`src/rtl/mmcm_drp_reconfig_pkg.sv`:
```
// Shared constants for the MMCM DRP reconfiguration sequencer: register table,
// keep-masks, FSM encoding and the divider encoding record.
package mmcm_drp_reconfig_pkg;

    localparam int TBL_DEPTH = 5;
    localparam int IDX_W     = 3;

    localparam logic [6:0] ADDR_CLKOUT0_R1 = 7'h08;
    localparam logic [6:0] ADDR_CLKOUT0_R2 = 7'h09;
    localparam logic [6:0] ADDR_CLKFB_R1   = 7'h14;
    localparam logic [6:0] ADDR_CLKFB_R2   = 7'h15;
    localparam logic [6:0] ADDR_DIVCLK     = 7'h16;

    localparam logic [15:0] MASK_HILO   = 16'h1000;
    localparam logic [15:0] MASK_EDGE   = 16'hFC00;
    localparam logic [15:0] MASK_DIVCLK = 16'hC000;

    typedef enum logic [3:0] {
        S_IDLE,
        S_CHECK,
        S_ASSERT_RST,
        S_READ,
        S_WAIT_RD,
        S_WRITE,
        S_WAIT_WR,
        S_NEXT,
        S_RELEASE,
        S_WAIT_LOCK,
        S_DONE,
        S_ERROR
    } state_t;

    typedef struct packed {
        logic [5:0] high;
        logic [5:0] low;
        logic       edg;
        logic       no_count;
    } div_enc_t;

    function automatic logic [6:0] tbl_addr(input logic [IDX_W-1:0] idx);
        case (idx)
            3'd0:    return ADDR_CLKOUT0_R1;
            3'd1:    return ADDR_CLKOUT0_R2;
            3'd2:    return ADDR_CLKFB_R1;
            3'd3:    return ADDR_CLKFB_R2;
            default: return ADDR_DIVCLK;
        endcase
    endfunction

    function automatic logic [15:0] tbl_mask(input logic [IDX_W-1:0] idx);
        case (idx)
            3'd0, 3'd2: return MASK_HILO;
            3'd1, 3'd3: return MASK_EDGE;
            default:    return MASK_DIVCLK;
        endcase
    endfunction

    // Dividers/multipliers are only representable in 1..127.
    function automatic logic div_valid(input logic [7:0] v);
        return (v != 8'd0) && !v[7];
    endfunction

endpackage

```
`src/rtl/mmcm_drp_reconfig_if.sv`:
```
// MMCM DRP bus: the sequencer is the master, the MMCM primitive the slave.
interface mmcm_drp_reconfig_if;
    logic [6:0]  drp_daddr;
    logic        drp_den;
    logic        drp_dwe;
    logic [15:0] drp_di;
    logic [15:0] drp_do;
    logic        drp_drdy;

    modport master (
        output drp_daddr, drp_den, drp_dwe, drp_di,
        input  drp_do, drp_drdy
    );

    modport slave (
        input  drp_daddr, drp_den, drp_dwe, drp_di,
        output drp_do, drp_drdy
    );
endinterface

```
`src/rtl/mmcm_drp_reconfig_pll_timer_values.sv`:
```
// Splits a divide value into MMCM high/low counter times and the half-cycle edge bit.
module pll_timer_values (
    input  logic [6:0] divide,
    output logic [5:0] high,
    output logic [5:0] low,
    output logic       edg
);
    logic [5:0] half;

    assign half = divide[6:1];
    assign high = (half == 6'd0) ? 6'd1 : half;
    assign low  = half + {5'd0, divide[0]};
    assign edg  = (half == 6'd0) ? 1'b0 : divide[0];
endmodule

```
`src/rtl/mmcm_drp_reconfig.sv`:
```
// Runtime MMCM reconfiguration: holds the MMCM in reset, read-modify-writes the
// five divider registers over DRP, then releases reset and waits for lock.
module mmcm_drp_reconfig
    import mmcm_drp_reconfig_pkg::*;
#(
    parameter int DRDY_TIMEOUT = 64,
    parameter int LOCK_TIMEOUT = 65535
) (
    input  logic                       clk,
    input  logic                       rst_n,
    input  logic                       start,
    input  logic [7:0]                 clkfb_mult,
    input  logic [7:0]                 clkout0_div,
    input  logic [7:0]                 divclk_div,
    output logic                       busy,
    output logic                       done,
    output logic                       error,
    output logic                       mmcm_rst,
    input  logic                       mmcm_locked,
    mmcm_drp_reconfig_if.master        drp
);
    localparam int DRDY_CW = $clog2(DRDY_TIMEOUT + 1);
    localparam int LOCK_CW = $clog2(LOCK_TIMEOUT + 1);

    state_t             state;
    logic [7:0]         mult_q, div0_q, divclk_q;
    logic [IDX_W-1:0]   idx, idx_nxt;
    logic [DRDY_CW-1:0] drdy_cnt;
    logic [LOCK_CW-1:0] lock_cnt;
    logic [15:0]        field;

    logic [5:0] o0_hi, o0_lo, fb_hi, fb_lo, dc_hi, dc_lo;
    logic       o0_e, fb_e, dc_e;
    div_enc_t   enc_o0, enc_fb, enc_dc;

    pll_timer_values u_clkout0 (.divide(div0_q[6:0]),   .high(o0_hi), .low(o0_lo), .edg(o0_e));
    pll_timer_values u_clkfb   (.divide(mult_q[6:0]),   .high(fb_hi), .low(fb_lo), .edg(fb_e));
    pll_timer_values u_divclk  (.divide(divclk_q[6:0]), .high(dc_hi), .low(dc_lo), .edg(dc_e));

    assign enc_o0 = '{high: o0_hi, low: o0_lo, edg: o0_e, no_count: (div0_q == 8'd1)};
    assign enc_fb = '{high: fb_hi, low: fb_lo, edg: fb_e, no_count: (mult_q == 8'd1)};
    assign enc_dc = '{high: dc_hi, low: dc_lo, edg: dc_e, no_count: (divclk_q == 8'd1)};

    assign idx_nxt = idx + 1'b1;

    always_comb begin
        field = 16'h0000;
        case (idx)
            3'd0:    field = {4'h0, enc_o0.high, enc_o0.low};
            3'd1:    field = {8'h00, enc_o0.edg, enc_o0.no_count, 6'h00};
            3'd2:    field = {4'h0, enc_fb.high, enc_fb.low};
            3'd3:    field = {8'h00, enc_fb.edg, enc_fb.no_count, 6'h00};
            default: field = {2'b00, enc_dc.edg, enc_dc.no_count, enc_dc.high, enc_dc.low};
        endcase
    end

    always_ff @(posedge clk or negedge rst_n) begin
        if (!rst_n) begin
            state         <= S_IDLE;
            busy          <= 1'b0;
            done          <= 1'b0;
            error         <= 1'b0;
            mmcm_rst      <= 1'b0;
            drp.drp_daddr <= 7'd0;
            drp.drp_den   <= 1'b0;
            drp.drp_dwe   <= 1'b0;
            drp.drp_di    <= 16'h0000;
            mult_q        <= 8'd0;
            div0_q        <= 8'd0;
            divclk_q      <= 8'd0;
            idx           <= '0;
            drdy_cnt      <= '0;
            lock_cnt      <= '0;
        end else begin
            done        <= 1'b0;
            drp.drp_den <= 1'b0;
            case (state)
                S_IDLE: if (start) begin
                    mult_q   <= clkfb_mult;
                    div0_q   <= clkout0_div;
                    divclk_q <= divclk_div;
                    error    <= 1'b0;
                    busy     <= 1'b1;
                    state    <= S_CHECK;
                end
                S_CHECK: if (div_valid(mult_q) && div_valid(div0_q) && div_valid(divclk_q)) begin
                    mmcm_rst <= 1'b1;
                    idx      <= '0;
                    state    <= S_ASSERT_RST;
                end else begin
                    error <= 1'b1;
                    busy  <= 1'b0;
                    state <= S_ERROR;
                end
                S_ASSERT_RST: begin
                    drp.drp_daddr <= tbl_addr(idx);
                    drp.drp_dwe   <= 1'b0;
                    drp.drp_den   <= 1'b1;
                    state         <= S_READ;
                end
                S_READ: begin
                    drdy_cnt <= '0;
                    state    <= S_WAIT_RD;
                end
                // drdy wins over a timeout landing in the same cycle.
                S_WAIT_RD: if (drp.drp_drdy) begin
                    drp.drp_di  <= (drp.drp_do & tbl_mask(idx)) | field;
                    drp.drp_dwe <= 1'b1;
                    drp.drp_den <= 1'b1;
                    state       <= S_WRITE;
                end else if (drdy_cnt == DRDY_CW'(DRDY_TIMEOUT - 1)) begin
                    error    <= 1'b1;
                    busy     <= 1'b0;
                    mmcm_rst <= 1'b0;
                    state    <= S_ERROR;
                end else begin
                    drdy_cnt <= drdy_cnt + 1'b1;
                end
                S_WRITE: begin
                    drp.drp_dwe <= 1'b0;
                    drdy_cnt    <= '0;
                    state       <= S_WAIT_WR;
                end
                S_WAIT_WR: if (drp.drp_drdy) begin
                    state <= S_NEXT;
                end else if (drdy_cnt == DRDY_CW'(DRDY_TIMEOUT - 1)) begin
                    error    <= 1'b1;
                    busy     <= 1'b0;
                    mmcm_rst <= 1'b0;
                    state    <= S_ERROR;
                end else begin
                    drdy_cnt <= drdy_cnt + 1'b1;
                end
                S_NEXT: if (idx == IDX_W'(TBL_DEPTH - 1)) begin
                    mmcm_rst <= 1'b0;
                    state    <= S_RELEASE;
                end else begin
                    idx           <= idx_nxt;
                    drp.drp_daddr <= tbl_addr(idx_nxt);
                    drp.drp_den   <= 1'b1;
                    state         <= S_READ;
                end
                S_RELEASE: begin
                    lock_cnt <= '0;
                    state    <= S_WAIT_LOCK;
                end
                S_WAIT_LOCK: if (mmcm_locked) begin
                    done  <= 1'b1;
                    busy  <= 1'b0;
                    state <= S_DONE;
                end else if (lock_cnt == LOCK_CW'(LOCK_TIMEOUT - 1)) begin
                    error <= 1'b1;
                    busy  <= 1'b0;
                    state <= S_ERROR;
                end else begin
                    lock_cnt <= lock_cnt + 1'b1;
                end
                S_DONE:  state <= S_IDLE;
                S_ERROR: state <= S_IDLE;
                default: state <= S_IDLE;
            endcase
        end
    end
endmodule

```
`src/flat_wrapper.sv`:
```
// flat-port wrapper written by rule: the top's interface ports become plain ports
module mmcm_drp_reconfig_flat import mmcm_drp_reconfig_pkg::*;
#(
    parameter int DRDY_TIMEOUT = 64,
    parameter int LOCK_TIMEOUT = 65535
)
  (clk, rst_n, start, clkfb_mult, clkout0_div, divclk_div, busy, done, error, mmcm_rst, mmcm_locked, drp_drp_daddr, drp_drp_den, drp_drp_dwe, drp_drp_di, drp_drp_do, drp_drp_drdy);
  mmcm_drp_reconfig_if drp_i ();
  input  logic clk;
  input  logic rst_n;
  input  logic start;
  input  logic [7:0] clkfb_mult;
  input  logic [7:0] clkout0_div;
  input  logic [7:0] divclk_div;
  output logic busy;
  output logic done;
  output logic error;
  output logic mmcm_rst;
  input  logic mmcm_locked;
  output wire logic [$bits(drp_i.drp_daddr)-1:0] drp_drp_daddr;
  output wire logic [$bits(drp_i.drp_den)-1:0] drp_drp_den;
  output wire logic [$bits(drp_i.drp_dwe)-1:0] drp_drp_dwe;
  output wire logic [$bits(drp_i.drp_di)-1:0] drp_drp_di;
  input wire logic [$bits(drp_i.drp_do)-1:0] drp_drp_do;
  input wire logic [$bits(drp_i.drp_drdy)-1:0] drp_drp_drdy;
  assign drp_drp_daddr = drp_i.drp_daddr;
  assign drp_drp_den = drp_i.drp_den;
  assign drp_drp_dwe = drp_i.drp_dwe;
  assign drp_drp_di = drp_i.drp_di;
  assign drp_i.drp_do = drp_drp_do;
  assign drp_i.drp_drdy = drp_drp_drdy;
  mmcm_drp_reconfig #(.DRDY_TIMEOUT(DRDY_TIMEOUT), .LOCK_TIMEOUT(LOCK_TIMEOUT)) u_core (.clk(clk), .rst_n(rst_n), .start(start), .clkfb_mult(clkfb_mult), .clkout0_div(clkout0_div), .divclk_div(divclk_div), .busy(busy), .done(done), .error(error), .mmcm_rst(mmcm_rst), .mmcm_locked(mmcm_locked), .drp(drp_i));
endmodule
```
`config.mk`:
```
export PLATFORM = sky130hd
export DESIGN_NAME = mmcm_drp_reconfig_flat
export DESIGN_NICKNAME = d
export VERILOG_FILES = /design/src/rtl/mmcm_drp_reconfig_pkg.sv /design/src/rtl/mmcm_drp_reconfig_if.sv /design/src/rtl/mmcm_drp_reconfig_pll_timer_values.sv /design/src/rtl/mmcm_drp_reconfig.sv /design/src/flat_wrapper.sv
export SDC_FILE = /design/constraint.sdc
export NUM_CORES = 1
export LEC_CHECK = 0
export BUFFER_PORTS_ARGS = -buffer_cell sky130_fd_sc_hd__buf_4
export CORE_MARGIN = 5
export CORE_UTILIZATION = 27
export CTS_BUF_LIST = sky130_fd_sc_hd__clkbuf_4
export DETAILED_ROUTE_END_ITERATION = 10
export SETUP_SLACK_MARGIN = 0.4
export SYNTH_ARGS = -nofsm -noshare
export SYNTH_HDL_FRONTEND = slang
export SYNTH_SLANG_ARGS = --single-unit
```
`constraint.sdc`:
```
create_clock -name clk -period 2.6 [get_ports clk]
set_input_delay 0.39 -clock clk [delete_from_list [all_inputs] [get_ports clk]]
set_output_delay 0.39 -clock clk [all_outputs]
set_load 0.01 [all_outputs]
```
==> flow_summary.ini <==
[synth]
synth_top_area_cell = dfrtp_1
ys_warn_count = 0
ys_seq_area_frac = 0.447
synthMuxAreaShare = 0.0726
synth_top_area_frac = 0.447
synth_area_leaders = dfrtp_1, mux2_2, ha_1
syn_avg_cell_area_um2 = 9.95
ys_ff_latch = 80
yosys.area_share.simple = 0.180
syn_area_mm2 = 0.00448
synth-async-reset-ratio = 1.00
synthFlopType = dfrtp_1
synth_compound_area_frac = 0.150
synth-edff-count = 0
synth-xor-area-share = 0.0508
synth.distinct_cells = 63
synth_top_family_by_area = simple AND/OR/NAND/NOR gates
synth_cells = 450
synth-adder-area-share = 0.0559

[sta]
tightest_slew_ps = 998
rsz0062_at_grt = false
clock.fmax_mhz = 486
drv_slew = 0
finClkSkew_ps = 14.7
finalSetupTns_ps = 0
min_period_ps = 2060
finalSetupViolCount = 0
maxSlewHeadroom = 0.335
period_share = 0.792
hold_viol = 0

[drt]
routed_via_density = 4.87
totalWireLength_um = 10900
wl_per_cell_um = 14.8
antenna_left = 0
dr_total_vias = 3581
drt-initial-drc-count = 216
drc = 0
drtPass1Iterations = 4

[floorplanning]
die_x_um = 139
start_util = 0.273
core_mm2 = 0.0164
io_pins = 74
rows = 47
die_y_um = 139
floorplan.die_area_mm2 = 0.0193

[pwr]
p_seq_frac = 0.413
pwr-share-comb = 0.455
p_clk_frac = 0.132
p_int_mw = 3.16
vdd_drop_max_mv = 0.284
power_switching_share = 0.409
switchingPower_mw = 2.19
cellLeakagePower_nw = 2.40
powerDensity_mw_per_mm2 = 1000

[global_route]
grt_antenna_before_repair = 1
overflow = 0
grt_max_degree = 81
grt_pass1_vias = 3669
grt_pass1_wl_um = 18200
grt_use_total = 0.113

[critical_path]
end_kind = register
start_kind = register
worst_ep_required_time_ps = 2910
cp-startpoint = u_core.mult_q[4]
r2r-start = u_core.mult_q[4]
rr_worst_depth = 5
cp_max_fo = 6
crit_end = u_core.busy
reg2reg_slack_ps = 540
r2r-end = u_core.busy
crit_arrival_ps = 2370
timing_worst_setup_path_type = register to register

[placement]
routabilityCongestion = 0.839
placed_area_mm2 = 0.00517
hpwl_um = 8140
portBuffers = 61

[finish]
area_delta_synth_final_pct = 18.9
drive_above_1_share = 0.249
nets = 577
num-fill-cells = 1669
final_common_cell = dfrtp_1
layout.cells.most_common_list = dfrtp_1, buf_4, nand2_1, o21ai_0, nor2_1
fin_area_mm2 = 0.00532

[clocking]
cts_buffers = 9
clockRootBuffer = clkbuf_4
hold_buffers = 0
htree_levels = 3
insertion_delay_ps = 430
clock_sinks = 80
cts_tree = done
clk_pin_slew_worst_paths_ps = 120
clock_path_buffers = 2

[job]
drv_cap = 0

[min_path]
hp-class = input port to asynchronous set/reset pin

[run_status]
status = complete, no violations
## registers in the layout (all words and copies together) (netlist names), 3 cells and up
signal	cells
u_core.idx	3
u_core.drdy_cnt	7
u_core.divclk_q	8
u_core.drp.drp_di	16
u_core.mult_q	8
u_core.drp.drp_daddr	4
u_core.lock_cnt	16
u_core.state	4
u_core.div0_q	8
## cells in the mapped netlist (all sizes together) (6+ instances only)
cell type	number
clkbuf	10
o21ai	32
a22o	7
ha	20
nor2	32
and3	10
buf	11
a221oi	6
nand3	27
nand4	6
mux2	28
a21oi	15
nor3	12
nand2	37
xnor2	12
inv	20
xor2	14
dfrtp	80
## worst min path at each step
stage,end,slack (ps),cells past startpoint
finish,u_core.lock_cnt[4],110,1
global route,u_core.drp.drp_di[15],150,2
CTS,u_core.idx[1],140,1
detailed placement,u_core.drp.drp_di[12],480,2
global placement,u_core.drdy_cnt[5],460,1
floorplan,u_core.busy,90,0
## what timing repair did
item | 4_1_cts | 5_1_grt
gates resized for setup | 1 | 2
buffers inserted | 0 | 2
endpoints found under the hold margin | 0 | 0
pin swaps | 0 | 1
setup endpoints to repair | 1 | 5
## area by class of cell
cell class / count / area [um^2] / share of cell area
timing repair buffer: 71 / 533 / 0.100
multi-input combinational: 329 / 2310 / 0.434
sequential: 80 / 2000 / 0.376
clock inverter: 4 / 47.5 / 0.00893
tap: 220 / 275 / 0.0517
inverter: 21 / 78.8 / 0.0148
antenna: 1 / 2.50 / 0.000470
clock buffer: 10 / 75.1 / 0.0141
## worst max-delay path: stages, from the launching register on
cell	delay, ps
dfrtp_1	470
or4_4	580
or3b_4	420
and4b_1	230
a21oi_2	150
a32oi_1	110
## per-stage QoR
| stage | setup WS [ps] | instances | utilization | power (mW) | hold WS, ps |
|---|---|---|---|---|---|
| floorplan | 714 | 451 | - | 3.77 | 94.4 |
| global placement | 462 | 719 | 0.315 | 4.56 | 463 |
| detailed placement | 406 | 719 | 0.315 | 4.65 | 475 |
| CTS | 501 | 733 | 0.323 | 5.38 | 136 |
| global route | 402 | 736 | 0.324 | 5.78 | 151 |
| finish | 542 | 736 | 0.324 | 5.34 | 113 |
## power groups by stage
stage	logic, mW	registers, mW	clock network [mW]
final	2.43	2.21	0.706
after detailed placement	2.43	2.23	0
after global placement	2.35	2.21	0
after global routing	2.71	2.28	0.791
after floorplan	1.67	2.10	0
after CTS	2.44	2.20	0.740
## metal layers
layer  vias to the layer above  global-route usage  routed length, um
met4                         0              0.0433                203
li1                       1752                   -                  -
met5                         -                   0                  0
met3                        14              0.0290                642
met2                        95               0.173               4910
met1                      1720               0.154               5150
## cells by family (layout without fill, tap and decap cells)
logic type / count (synthesis) / in the layout
and+or+nand+nor: 155 / 155
AOI/OAI and AO/OA: 97 / 97
DFF: 80 / 80
buffers and inverters: 42 / 106
muxes: 29 / 29
xor gates and xnor gates: 26 / 26
adders and majority gates: 20 / 20
other: 1 / 3
(Power assumes the default switching activity.)
